## src/rtl/bcd_convert_ctrl.sv

```systemverilog
// bcd_convert_ctrl
//   Sequential binary-to-BCD converter (shift-add-3 / double dabble).
//   One operand bit is consumed per cycle, so a conversion takes WIDTH
//   shift cycles plus one DONE cycle.
//
// Ports
//   clk    : clock, rising edge
//   rst_n  : synchronous active-low reset
//   start  : conversion request, only looked at while idle
//   bin    : WIDTH-bit unsigned operand, captured when start is accepted
//   busy   : high from the accept edge through the DONE cycle
//   done   : one-cycle pulse, bcd/ovf just updated
//   bcd    : DIGITS packed BCD digits, ones digit in [3:0]; held until next done
//   ovf    : operand did not fit in DIGITS digits (bcd = bin mod 10^DIGITS)
module bcd_convert_ctrl #(
  parameter int WIDTH  = 8,
  parameter int DIGITS = 3
) (
  input  logic                  clk,
  input  logic                  rst_n,
  input  logic                  start,
  input  logic [WIDTH-1:0]      bin,
  output logic                  busy,
  output logic                  done,
  output logic [4*DIGITS-1:0]   bcd,
  output logic                  ovf
);

  localparam int CW = $clog2(WIDTH + 1);
  localparam int BW = 4 * DIGITS;

  typedef enum logic [1:0] {IDLE, SHIFT, DONE} state_t;

  state_t          state_q, state_d;
  logic [WIDTH-1:0] op_q, op_d;
  logic [BW-1:0]   scr_q, scr_d;
  logic            stk_q, stk_d;
  logic [CW-1:0]   cnt_q, cnt_d;
  logic [BW-1:0]   bcd_q, bcd_d;
  logic            ovf_q, ovf_d;
  logic            busy_q, busy_d;
  logic            done_q, done_d;

  // Add-3 correction applied independently to each digit; no carry between
  // digits since a corrected digit (<= 12) still fits in 4 bits.
  logic [BW-1:0] adj;
  for (genvar i = 0; i < DIGITS; i++) begin : g_dig
    assign adj[4*i +: 4] = (scr_q[4*i +: 4] >= 4'd5) ? (scr_q[4*i +: 4] + 4'd3)
                                                     : scr_q[4*i +: 4];
  end

  // Post-shift scratch: operand MSB enters at bit 0; the bit falling off the
  // top digit is a multiple of 10^DIGITS, hence the sticky overflow.
  logic [BW-1:0] shifted;
  logic          shift_out;
  if (BW > 1) begin : g_shift
    assign shifted = {adj[BW-2:0], op_q[WIDTH-1]};
  end else begin : g_shift1
    assign shifted = op_q[WIDTH-1];
  end
  assign shift_out = adj[BW-1];

  always_comb begin
    state_d = state_q;
    op_d    = op_q;
    scr_d   = scr_q;
    stk_d   = stk_q;
    cnt_d   = cnt_q;
    bcd_d   = bcd_q;
    ovf_d   = ovf_q;
    case (state_q)
      IDLE: begin
        if (start) begin
          op_d    = bin;
          scr_d   = '0;
          stk_d   = 1'b0;
          cnt_d   = CW'(WIDTH);
          state_d = SHIFT;
        end
      end
      SHIFT: begin
        op_d  = op_q << 1;
        scr_d = shifted;
        stk_d = stk_q | shift_out;
        cnt_d = cnt_q - CW'(1);
        if (cnt_q == CW'(1)) begin
          // Final step: publish the result on the edge that enters DONE.
          bcd_d   = shifted;
          ovf_d   = stk_q | shift_out;
          state_d = DONE;
        end
      end
      DONE:    state_d = IDLE;
      default: state_d = IDLE;
    endcase
    busy_d = (state_d != IDLE);
    done_d = (state_d == DONE);
  end

  always_ff @(posedge clk) begin
    if (!rst_n) begin
      state_q <= IDLE;
      op_q    <= '0;
      scr_q   <= '0;
      stk_q   <= 1'b0;
      cnt_q   <= '0;
      bcd_q   <= '0;
      ovf_q   <= 1'b0;
      busy_q  <= 1'b0;
      done_q  <= 1'b0;
    end else begin
      state_q <= state_d;
      op_q    <= op_d;
      scr_q   <= scr_d;
      stk_q   <= stk_d;
      cnt_q   <= cnt_d;
      bcd_q   <= bcd_d;
      ovf_q   <= ovf_d;
      busy_q  <= busy_d;
      done_q  <= done_d;
    end
  end

  assign busy = busy_q;
  assign done = done_q;
  assign bcd  = bcd_q;
  assign ovf  = ovf_q;

endmodule
```

## config.mk

```make
export PLATFORM = sky130hd
export DESIGN_NAME = bcd_convert_ctrl
export DESIGN_NICKNAME = d
export VERILOG_FILES = /design/src/rtl/bcd_convert_ctrl.sv
export SDC_FILE = /design/constraint.sdc
export NUM_CORES = 1
export LEC_CHECK = 0
export CAP_MARGIN = 20
export CORE_MARGIN = 5
export CORE_UTILIZATION = 45
export DETAILED_ROUTE_END_ITERATION = 10
export GPL_ROUTABILITY_DRIVEN = 1
export HOLD_SLACK_MARGIN = 0.03
export PLACE_DENSITY = 0.68
export RECOVER_POWER = 25
export SLEW_MARGIN = 20
export SYNTH_ARGS = -nofsm -noshare
export SYNTH_HDL_FRONTEND = slang
export SYNTH_SLANG_ARGS = --single-unit
```

## constraint.sdc

```tcl
create_clock -name clk -period 3.5 [get_ports clk]
set_input_delay 0.525 -clock clk [delete_from_list [all_inputs] [get_ports clk]]
set_output_delay 0.525 -clock clk [all_outputs]
set_load 0.01 [all_outputs]
```

; ---- Word-level counts from Yosys, hierarchy flattened
; Cells that the tools add are included.
[classes]
n_addsub = 4
order_cmp = 3
eq_ne = 4
n_mux = 14
bitwise_logic = 1
reduce_logical = 5
[op_table]
columns = operator, count
row1 = 12-bit one-hot mux with 2 select lines, 1
row2 = 4-bit two-way mux, 4
row3 = 8-bit one-hot mux with 2 select lines, 1
row4 = "4-bit by 2-bit adder with 4-bit output, second input constant", 3
row5 = "4-bit by 3-bit >= comparator with 1-bit output, second input constant", 3
row6 = 12-bit two-way mux, 1
row7 = 8-bit two-way mux, 1
row8 = 4-bit one-hot mux with 2 select lines, 1
row9 = "4-bit by 1-bit equality test with 1-bit output, second input constant", 1
row10 = 2-bit two-way mux, 2
row11 = 2-bit one-hot mux with 2 select lines, 1
row12 = 2-bit AND reduction, 2
row13 = 2-bit nonzero test, 2
row14 = "4-bit by 1-bit subtractor with 4-bit output, second input constant", 1
row15 = "2-bit by 1-bit equality test with 1-bit output, second input constant", 1
row16 = "2-bit equality test, second input constant", 1
row17 = 2-bit logical NOT, 1
row18 = "2-bit inequality test, second input constant", 1
row19 = 1-bit one-hot mux with 2 select lines, 1
row20 = 1-bit two-way mux, 1
row21 = 1-bit OR, 1
[word_totals]
ff_bits = 42
wordCells = 40

; ---- Longest topological paths before layout
; Gate-level depths: netlist (run 1).
[depth]
ltp_word = 4
ltp_mapped = 6
mapped_depth_nobuf = 6

; ---- Least setup slack after synthesis (run 1)
; OpenSTA, ideal clock, no wires.
[synth_path]
path_type = register to register
start = register scr_q[0]
end = register bcd_q[2], in the netlist bcd[2]
arrival_time_ps = 1385
path_slack_ps = 2040
stages_incl_launch_ff = 7
n_path_buf = 0
path_cell_list = dfxtp_1 > inv_1 > ha_1 > nand2b_1 > a21oi_1 > mux2_2 > o22ai_1
[synth_between]
elab_chain_cells = 2
elab_cells_between_ends = 3
classes_between = add/sub: 1 / order compare: 1 / mux: 1
[synth_rtl]
columns = item, line_no
row1 = "start, declared", 36  ; logic [BW-1:0] scr_q, scr_d;
row2 = "start signal, assigned", 114  ; scr_q <= scr_d;
row3 = 4-bit by 2-bit adder with 4-bit output / 4-bit by 3-bit >= comparator with 1-bit output (equally long branches), 48  ; assign adj[4*i +: 4] = (scr_q[4*i +: 4] >= 4'd5) ? (scr_q[4*i +: 4] + 4'd3)
row4 = 4-bit two-way mux (*), 48
row5 = "end signal, assigned", 107  ; bcd_q <= '0;
row6 = "end signal, assigned", 117  ; bcd_q <= bcd_d;
row7 = "end, declared", 39  ; logic [BW-1:0] bcd_q, bcd_d;
; Every way passes the cells marked *; elsewhere a longest branch is shown, timed or not.
; A chain may end at the register's enable or synchronous reset.

; ---- Final worst setup path (run 1)
[layout_path]
start = register state_q[0]
end = register bcd_q[10], in the netlist bcd[10]
[layout_between]
elab_chain_cells = 2
[layout_rtl]
columns = item, line_no
row1 = "start, declared", 34  ; state_t state_q, state_d;
row2 = "start signal, assigned", 112  ; state_q <= state_d;
row3 = 2-bit by 1-bit equality test with 1-bit output, 71  ; case (state_q)
row4 = 2-bit AND reduction (no line), --
; No other way between the ends.

==> results.cfg, run 1 <==
[timing]
clock_skew_ns = 0.00558
relSlewSlack = 0.504
setup_ws_ns = 1.02
period_minus_slack_ns = 2.48
worst_slew_pin_slew_ns = 0.744
hold_viol = 0
setup_viol = 0
finalCritPeriodShare = 0.708
fin_setup_tns_ns = 0
fmax_mhz = 404
rsz0062_at_grt = no
slew_violations = 0

[worst_setup_path]
cp_max_fo = 20
crit_path_end_kind = flip-flop
crit_path_start_kind = flip-flop
cp.depth = 4
crit_family = simple AND/OR/NAND/NOR gates
path_cells = nor2b_1 -> and3_1 -> nand2_1 -> o22ai_1
crit_buf_inv = 0
ff2ff_setup_slack_ns = 1.02
crit_required_ns = 3.71
cpPeakStageDelay_ns = 0.73
critPathSlowestCell = and3_1
cp.arrival_ns = 2.68
path_class = reg2reg
reg2reg_depth = 4

[drt]
wl_met2_um = 1740
route.detailed.drc = 0
totalWireLength_um = 3850
drt_iter0_markers = 111
vias = 1543
via_per_inst = 5.40
wl_met3_um = 163
top_layer_used = met4
ant_nets = 0
wire_per_inst_um = 13.4
first_pass_iters = 4
wl_met1_um = 1890

[hold_path]
hold_class = reg2reg
min_delay_path_depth = 2

[yosys]
syn-cell-area_um2 = 1840
synth_top_family_by_area = compound AO/OA/AOI/OAI gates
synth_edf_count = 0
muxShareOfSynthArea = 0.0238
synth-simple-area-share = 0.165
ys.flop_type = dfxtp_1
ys_seq_area_frac = 0.457
syn_inst = 209
avgSynthCellArea_um2 = 8.79
synth_compound_area_frac = 0.231
synth_top_cell_by_area = dfxtp_1
ys_seq_elements = 42
synth-xor-area-share = 0.0143
synth_top_area_frac = 0.457
syn-num-nets = 228
ys_warn_count = 0
ys_types = 34
yosys.area_share.adder = 0.0545
async_flop_share = 0
synthTopCellsByArea = dfxtp_1, o21ai_0, a21oi_1

[cells_and_area]
diodes = 0
final_core_util = 0.550
final_common_cell = dfxtp_1
area_growth_pct = 18.9
drive_gt1_frac = 0.0508
nets = 254
final_cell_mix = dfxtp_1, o21ai_0, nand2_1

[clock_network]
clock_path_buffers = 2
root_buffer = clkbuf_8
cts_tree = done
cts_resized = 0
clock_sinks = 42
path_clk_slew_ns = 0.08
numCtsBuffers = 5
htreeDepth = 2
clk_latency_ns = 0.29
holdBufCountCts = 0
postCtsSetupRepairBufs = 0

[floorplan]
rows = 23
die-width_um = 73.9
pin_count = 26
core-area_um2 = 3970
die_h_um = 73.9
die-area_um2 = 5460
initial_core_util = 0.463

[run]
maxCapViolations = 0

[placement]
dp_hpwl_um = 2670
dp_slack_ns = 1.35
port_buffers = 25
gp_congestion = 0.777

[pwr]
irDropWorstVdd_v = 0.000203
power.density_nw_per_um2 = 424
p_leak_nw = 0.821

[global_route]
grt_pass1_vias = 1411
antenna_found_initial = 0
grt_util_all_layers = 0.155
grt.overflow.total = 0
grt_first_pass_wirelength_um = 6440
grt_max_degree = 21

[run_status]
status = completed
## Yosys cell counts, drive strengths merged, types with 3 or more instances
library cell and number:
a21boi 4, o211a 3, mux2 3, nor3b 6
dfxtp 42, o21ai 28, inv 14, nand2b 3
ha 8, nand3 5, clkbuf 3, xnor2 3
nand2 25, nor2b 5, buf 4, o22ai 14
a21oi 20, nor3 4
## final timing paths
kind | from | endpoint
worst max register to register | state_q[0] | bcd[10]
worst min-delay path | bcd[6] | bcd[6]
worst min register to register | bcd[6] | bcd[6]
worst max-delay path | state_q[0] | bcd[10]
## metal layers
layer  global-route usage  up-vias
li1                     -      786
met1                0.203      716
met2                0.241       34
met3               0.0424        7
met4               0.0664        0
met5                    0        -
## kinds of logic after synthesis
group / Yosys count
AOI/OAI and AO/OA: 74
xor gates and xnor gates: 3
adders and majority gates: 8
buffers and inverters: 22
DFF: 42
muxes: 4
and+or+nand+nor: 56
## cell type report
class	instances	area [um^2]
fill	394	1790
tap	50	62.6
inverter	15	56.3
multi-input combinational	145	877
clock inverter	1	5.00
sequential	42	841
timing repair buffer	26	258
clock buffer	7	86.3
## registers in the layout (all words and copies together), names as in the netlist
name / count
done: 1
bcd: 12
op_q: 8
scr_q: 12
busy: 1
stk_q: 1
cnt_q: 4
state_q: 2
ovf: 1
## power breakdown
group / switching [W] / leakage (nW) / internal [W]
combinational: 0.0000508 / 0.431 / 0.0000439
sequential: 0.0000137 / 0.342 / 0.000498
clock: 0.000162 / 0.0482 / 0.000159
## worst min-delay path, stage by stage (launching register included)
cell	delay, ns
dfxtp_1	0.31
nand2_1	0.05
o22ai_1	0.06
## stage by stage
step / std cells / power, W / area, um^2 / hold WS (ns)
after floorplan: 209 / 0.000585 / 1840 / 0.430
after global placement: 278 / 0.000620 / 2110 / 0.457
after detailed placement: 278 / 0.000621 / 2110 / 0.459
after CTS: 286 / 0.000942 / 2210 / 0.472
after global routing: 286 / 0.000976 / 2190 / 0.498
final: 286 / 0.000927 / 2190 / 0.470
(Power assumes the default switching activity.)
==> inputs of run 2 (changes only) <==
--- a/config.mk
+++ b/config.mk
@@ -11,7 +11,7 @@
 export DETAILED_ROUTE_END_ITERATION = 10
 export GPL_ROUTABILITY_DRIVEN = 1
 export HOLD_SLACK_MARGIN = 0.03
-export PLACE_DENSITY = 0.68
+export PLACE_DENSITY = 0.7
 export RECOVER_POWER = 25
 export SLEW_MARGIN = 20
 export SYNTH_ARGS = -nofsm -noshare
==> constraint.sdc (replaced) <==
create_clock -name clk -period 2.25 [get_ports clk]
set_input_delay 0.3375 -clock clk [delete_from_list [all_inputs] [get_ports clk]]
set_output_delay 0.3375 -clock clk [all_outputs]
set_load 0.01 [all_outputs]
==> run 2 against run 1 <==
Effect of this change: hold slack better by 0.0016 ns; flip-flop and latch count stayed put; first-iteration DRC count is 11% higher; worst setup slack worse by 0.43 ns; cell area is 1.7% higher; critical path depth is 1 higher; sequential share of layout area is 0.65 points lower; power is 58% higher; via count is 2.6% higher.
==> results.cfg, run 2 (synthesis gave the netlist of run 1 again) <==
[run_status]
status = completed

[timing]
fmax_mhz = 605
clock_skew_ns = 0.0115
setup_ws_ns = 0.596
setup_viol = 0
rsz0062_at_grt = no
finalCritPeriodShare = 0.735
slew_violations = 0
period_minus_slack_ns = 1.65
relSlewSlack = 0.714
hold_viol = 0
fin_setup_tns_ns = 0
worst_slew_pin_slew_ns = 0.430

[placement]
dp.cells = 281
gp_congestion = 0.804
port_buffers = 25
dp_hpwl_um = 2720
dp_slack_ns = 0.594

[worst_setup_path]
reg2reg_depth = 5
crit_family = buffers and inverters
critPathSlowestCell = dfxtp_1
crit_required_ns = 2.45
cp.depth = 5
crit_path_end_kind = flip-flop
path_cells = inv_1 -> a21oi_1 -> clkbuf_1 -> o22ai_1 -> and2_1
cpPeakStageDelay_ns = 0.49
crit_path_start_kind = flip-flop
crit_buf_inv = 2
cp.arrival_ns = 1.85
path_class = reg2reg
cp_max_fo = 11

[floorplan]
die-width_um = 73.9
die-area_um2 = 5460
pin_count = 26
rows = 23
die_h_um = 73.9
initial_core_util = 0.463
core-area_um2 = 3970

[cells_and_area]
seqCellArea_um2 = 841
stdcell_count = 289
area_growth_pct = 21.0
final_common_cell = dfxtp_1
fill_cells = 346
diodes = 0
nets = 257
drive_gt1_frac = 0.0669
multi_input_area_um2 = 897
final_cell_mix = dfxtp_1, o21ai_0, clkdlybuf4s50_1

[drt]
ant_nets = 0
first_pass_iters = 4
route.detailed.drc = 0
vias = 1583
via_per_inst = 5.48
wire_per_inst_um = 13.3
drt_iter0_markers = 123
totalWireLength_um = 3850

[clock_network]
clock_path_buffers = 2
htreeDepth = 2
holdBufCountCts = 0
clock_sinks = 42
cts_tree = done
root_buffer = clkbuf_8
cts_resized = 0
postCtsSetupRepairBufs = 0
clk_latency_ns = 0.30
path_clk_slew_ns = 0.09
numCtsBuffers = 5

[pwr]
power.density_nw_per_um2 = 658
p_leak_nw = 0.834
irDropWorstVdd_v = 0.000387

[global_route]
grt_max_degree = 21
grt_first_pass_wirelength_um = 6600
grt_util_all_layers = 0.157
antenna_found_initial = 0
grt_pass1_vias = 1463
grt.overflow.total = 0

[hold_path]
min_delay_path_depth = 2
hold_class = reg2reg

[run]
maxCapViolations = 0
## run 2: cell count changes in the layout (fill, tap and decap cells not counted), sizes merged
| cell | delta |
|---|---|
| inv | +1 |
| clkinvlp | +1 |
| buf | +1 |
| dlygate4sd3 | -2 |
| clkdlybuf4s50 | +2 |
## run 2: worst reg2reg max path, cell delays in order (launching register included)
cell and delay, ns:
dfxtp_1 0.49, inv_1 0.22, a21oi_1 0.17, clkbuf_1 0.37, o22ai_1 0.14, and2_1 0.17
## run 2: layout make-up
class                      count  share of cell area
clock inverter                 3              0.0113
multi-input combinational    145               0.403
sequential                    42               0.378
inverter                      15              0.0253
clock buffer                   5              0.0310
timing repair buffer          29               0.123
tap                           50              0.0281
## run 2: layer usage
layer | part of all wire | wire length, um | up-vias | global-route usage
met5 | 0 | 0 | - | 0
li1 | - | - | 795 | -
met1 | 0.48 | 1830 | 736 | 0.206
met3 | 0.053 | 205 | 8 | 0.0410
met4 | 0.021 | 79 | 0 | 0.0724
met2 | 0.45 | 1740 | 44 | 0.239
## run 2: metrics by stage
stage / util / instance area (um^2) / hold slack (ns) / total power, W
after CTS: 0.562 / 2230 / 0.475 / 0.00147
after global placement: 0.538 / 2140 / 0.459 / 0.000968
after detailed placement: 0.538 / 2140 / 0.461 / 0.000972
after floorplan: - / 1840 / 0.430 / 0.000909
final: 0.560 / 2220 / 0.472 / 0.00146
after global routing: 0.560 / 2220 / 0.486 / 0.00153
## run 2: power by group
part | internal, W | switching (W) | total [W]
combinational | 0.0000740 | 0.0000816 | 0.000156
sequential | 0.000774 | 0.0000219 | 0.000796
clock | 0.000224 | 0.000288 | 0.000512
## run 2: path summary, 6_finish.rpt
| check | start | endpoint | slack, ns |
|---|---|---|---|
| worst max-delay path | state_q[0] | cnt_q[1] | 0.60 |
| worst min-delay path | bcd[6] | bcd[6] | 0.47 |
| worst max register to register | state_q[0] | cnt_q[1] | 0.60 |
| worst min register to register | bcd[6] | bcd[6] | 0.47 |
==> edit 1, RTL diff (config.mk and constraints of run 2) <==
Make the reset (`rst_n`) asynchronous in one clocked block. Comments in the files are not updated.
--- a/src/rtl/bcd_convert_ctrl.sv
+++ b/src/rtl/bcd_convert_ctrl.sv
@@ -98,5 +98,5 @@
   end
 
-  always_ff @(posedge clk) begin
+  always_ff @(posedge clk or negedge rst_n) begin
     if (!rst_n) begin
       state_q <= IDLE;
Check against the original RTL: differs if rst_n is asserted again (counterexample within 4 cycles, from zero or initial values and one cycle with rst_n low); with rst_n held inactive, the same outputs for 10 cycles.
==> edit 1 against run 2 <==
  * Synthesized area is 10% higher
  * Core utilization is 0.56 points lower
  * Sequential cell count stayed put
  * Routed wire length is 5.2% higher
  * Sequential share of layout area is 5.7 points higher
  * Setup slack worse by 73 ps
  * Non-clock buffer count is 2 higher
  * Cell area is 8.6% higher
  * Critical endpoint is now bcd[6]$_DFFE_PN0P_
Power is not compared: it rests on default switching activity, and its combinational part moved more than twofold at a synthesized area within 25%.
==> edit 1: results (changes against run 2) <==
Worst Hold Depth=2 (unchanged); GRT Util Overall=0.146 (-0.0106); placed cell count=262 (-6.8%); Mapped Nets=208 (-8.8%); Async S/R FF share, synth=1.00 (+1.00); Synth top cells by count=dfrtp_1 (42), a21oi_1 (19), o21ai_0 (19), nand2_1 (14), inv_1 (9); worst-path fanout max=8 (-3); xor and xnor area share after synthesis=0.0129 (-0.00135); hold path startpoint=bcd[0]$_DFFE_PN0P_; RR Startpoint=cnt_q[1]$_DFFE_PN0P_; compound-cell area share of the yosys netlist=0.198 (-0.0329); placed cell area=2310 µm² (+8.3%); met2 wire length=1.93 mm (+11%); Worst Tran Pin Value=752 ps (+323 ps); post-route insts no fill=271 (-6.2%); first-pass GRT wire length=6.93 mm (+5.1%); CTS resizes=0 (unchanged); status=finished clean; Hold-fix buffers, CTS=1 (+1); routed wire length=4.05 mm (+5.2%); Fillers=403 (+16%); Final GP Congestion=0.757 (-5.9%); sequential-to-total area share from yosys stat=0.518 (+0.0604); CP arrival=1910 ps (+60 ps); post-synthesis cell count=189 (-9.6%); worst clock skew=4.93 ps (-6.53 ps); wl on met1=1.88 mm (+3.0%); met3 wire length=162 µm (-21%); largest net degree at the start of global routing=18 (-14%); Synth cell types=32 (-5.9%); Synth area leaders=dfrtp_1 (52%), ha_1 (4.9%), a21oi_1 (4.7%); Reg2Reg Depth=6 (+1); post-synthesis mux area share=0.0481 (+0.0243); initial drt markers=64 (-48%); Critical Path Source=cnt_q[1]$_DFFE_PN0P_; maximum VDD drop=approximately 600 µV; Nets=237 (-7.8%); Via density=5.40 (-1.4%); Main synth FF type=dfrtp_1; layout cells sized above 1=0.105 (+0.0381); hpwl dp=2.79 mm (+2.4%); vias in the first global route=1404 (-4.0%); adder-cell area share of the yosys netlist=0.0493 (-0.00514)
[edit 1: per-stage QoR]
stage / worst slack [ps] / util / hold WS (ps) / power, mW
after floorplan: 715 / - / 41.9 / 2.49
after global placement: 337 / 0.531 / 250 / 2.93
after detailed placement: 313 / 0.531 / 252 / 2.98
after CTS: 496 / 0.555 / 458 / 3.51
after global routing: 410 / 0.554 / 529 / 3.76
final: 522 / 0.554 / 476 / 3.47
[edit 1: final cells by class]
type                            instances  area share
Tap cell                               52      0.0270
Sequential cell                        42       0.435
Timing Repair Buffer                   31       0.121
Inverter                               11      0.0192
Clock buffer                            7      0.0358
Multi-Input combinational cell        127       0.360
Clock inverter                          1     0.00207
[edit 1: path summary, 6_finish.rpt]
| kind | endpoint | slack, ps |
|---|---|---|
| worst max-delay path | bcd[6]$_DFFE_PN0P_ | 520 |
| worst min-delay path | bcd[0]$_DFFE_PN0P_ | 480 |
| worst max register to register | bcd[6]$_DFFE_PN0P_ | 520 |
| worst min register to register | bcd[0]$_DFFE_PN0P_ | 480 |
| max in group asynchronous | op_q[7]$_DFFE_PN0P_ | 950 |
| min in group asynchronous | op_q[1]$_DFFE_PN0P_ | 610 |
[edit 1: kinds of logic (layout without fill, tap and decap cells)]
kind of cell             Yosys count  in the layout
XOR/XNOR                           3              3
flip-flops                        42             42
AO/OA/AOI/OAI                     64             64
adder cells (fa/ha/maj)            8              8
multiplexers                       9              9
buffers and inverters             20             50
AND/OR/NAND/NOR                   43             43
[edit 1: per-layer routing]
layer,up-vias,GRT usage
li1,725,-
met1,704,0.193
met2,30,0.224
met3,5,0.0340
met4,0,0.0722
met5,-,0
[edit 1: where the power goes]
group / total, mW / internal, mW / switching (mW)
registers: 1.38 / 1.09 / 0.296
clock network: 0.510 / 0.248 / 0.262
logic: 1.58 / 0.798 / 0.785
total: 3.47 / 2.13 / 1.34
[edit 1: worst max-delay path, cell delays in order, from the launching register on]
cell,delay (ps)
dfrtp_1,380
inv_1,90
ha_1,140
nor3b_1,350
nand2_2,110
inv_2,180
mux2_2,360
==> edit 2, RTL diff (config.mk and constraints of run 2) <==
Without the edit above. Set the parameter `WIDTH` to 16 (it was 8).
--- a/src/rtl/bcd_convert_ctrl.sv
+++ b/src/rtl/bcd_convert_ctrl.sv
@@ -14,5 +14,5 @@
 //   ovf    : operand did not fit in DIGITS digits (bcd = bin mod 10^DIGITS)
 module bcd_convert_ctrl #(
-  parameter int WIDTH  = 8,
+  parameter int WIDTH  = 16,
   parameter int DIGITS = 3
 ) (
Ports: changed (resized bin); port bits go from 26 to 34. The function was not compared with the original's and may differ.
==> edit 2 against run 2 <==
  * Routed wire length increased by 24%
  * Combinational power increased by 37%
  * Setup slack got worse by 110 ps
  * Sequential share of layout area increased by 0.53 points
  * Critical path depth unchanged
  * Synthesized cell count increased by 20%
  * Power increased by 14%
  * Fmax decreased by 6.4%
  * Cell area increased by 20%
  * Synthesized area increased by 20%
  * Clock power decreased by 5.5%
  * Sequential cell count increased by 9
  * First-iteration DRC count decreased by 0.81%
==> edit 2: results (changes against run 2) <==
Worst-path clk slew=80 ps; Async S/R FF share, synth=0 (unchanged); critical path's top delay family=buffers and inverters; Post-synth EDFFs=0 (unchanged); Via density=5.31 (-3.0%); GRT Util Overall=0.160 (+0.00314); post-synthesis cell count=251 (+20%); hpwl dp=3.22 mm (+18%); CTS resizes=0 (unchanged); placed cell count=343 (+22%); maximum VDD drop=359 µV (-7.2%); Nets=310 (+21%); Ant. Diodes=0 (unchanged); leakage=0.970 nW (+16%); P_int=1.26 mW (+18%); first-pass GRT wire length=8.11 mm (+23%); I/O Buffers=33 (+32%); worst clock skew=8.93 ps (-2.53 ps); Synth top cells by count=dfxtp_1 (51), o21ai_0 (33), a21oi_1 (29), o22ai_1 (22), nand2_1 (17); CP max stage cell=clkbuf_1; worst rel slew slack=0.625 (-0.0883); sequential-to-total area share from yosys stat=0.462 (+0.00461); Fillers=438 (+27%); Mapped Nets=278 (+22%); Worst-Skew Late Latency=300 ps (about the same); largest net degree at the start of global routing=51 (+140%); DR WL/cell=13.7 µm (+2.6%); initial drt markers=122 (-0.81%); Final GP Congestion=0.716 (-11%); total number of yosys warnings=0 (unchanged); CTS root buf=clkbuf_8; routed wire length=4.77 mm (+24%); H-tree depth=2 (unchanged); CP arrival=1970 ps (+120 ps); status=finished clean; layout cells sized above 1=0.0532 (-0.0138); vias in the first global route=1850 (+26%); Place WS=533 ps (-60.7 ps); DRT Pass-1 Iters=4 (unchanged); Synth area leaders=dfxtp_1 (46%), o21ai_0 (7.5%), a21oi_1 (6.6%); CTS Buffer Depth=2 (unchanged); Synth cell types=36 (+5.9%); worst-path fanout max=18 (+7); number of flip-flops under the largest register name=16; CP max stage delay=420 ps (-70 ps)
## edit 2: cell count changes in the layout (fill, tap and decap cells not counted), moves of 3 or more
cell	delta
a21oi_1	+9
clkdlybuf4s50_1	+7
dfxtp_1	+9
nand2_1	-7
nand3_1	+7
nor2_1	+3
o21ai_0	+6
o22ai_1	+8
## edit 2: power by group through the flow
stage	Combinational [mW]	Clock (mW)	Sequential, mW
3_5_place_dp	0.220	0	0.996
5_1_grt	0.239	0.535	0.982
2_1_floorplan	0.136	0	0.992
3_3_place_gp	0.216	0	0.997
6_report	0.213	0.484	0.976
4_1_cts	0.220	0.501	0.976
## edit 2: final cells by class
cell class / count / area share
clock buffer: 6 / 0.0273
tap: 67 / 0.0315
inverter: 12 / 0.0169
timing repair buffer: 39 / 0.141
sequential: 51 / 0.383
multi-input combinational: 174 / 0.399
## edit 2: layer usage
metal | global-route usage | vias up | share of wire
li1 | - | 962 | -
met1 | 0.198 | 853 | 0.48
met2 | 0.265 | 30 | 0.47
met3 | 0.0359 | 9 | 0.035
met4 | 0.0693 | 0 | 0.015
met5 | 0 | - | 0
## edit 2: cell families (layout without fill, tap and decap cells)
group | Yosys count | after routing | synth area share
AO/OA/AOI/OAI | 100 | 100 | 0.262
XOR/XNOR | 3 | 3 | 0.0119
adder cells (fa/ha/maj) | 8 | 8 | 0.0453
buffers and inverters | 26 | 57 | 0.0538
flip-flops | 51 | 51 | 0.462
multiplexers | 5 | 5 | 0.0249
AND/OR/NAND/NOR | 58 | 58 | 0.140
## edit 2: tightest hold or removal path, delay by kind of cell, from the launching register on
kind / cells / cell delay (ps)
flip-flops: 1 / 310
AO/OA/AOI/OAI: 1 / 60
AND/OR/NAND/NOR: 1 / 50
## edit 2: through the flow
stage          hold WS (ps)  instance area (µm²)  power (mW)
6_report                471                 2660        1.67
5_1_grt                 502                 2660        1.76
4_1_cts                 477                 2680        1.70
3_5_place_dp            465                 2610        1.22
3_3_place_gp            460                 2610        1.21
2_1_floorplan           460                 2210        1.13
## edit 2: final timing paths
check	startpoint	end	cells past startpoint	slack, ps
max	state_q[1]$_SDFF_PN0_	cnt_q[4]$_SDFFE_PN0P_	5	480
min reg2reg	bcd[1]$_SDFFE_PN0P_	bcd[1]$_SDFFE_PN0P_	2	470
max reg2reg	state_q[1]$_SDFF_PN0_	cnt_q[4]$_SDFFE_PN0P_	5	480
min	bcd[1]$_SDFFE_PN0P_	bcd[1]$_SDFFE_PN0P_	2	470
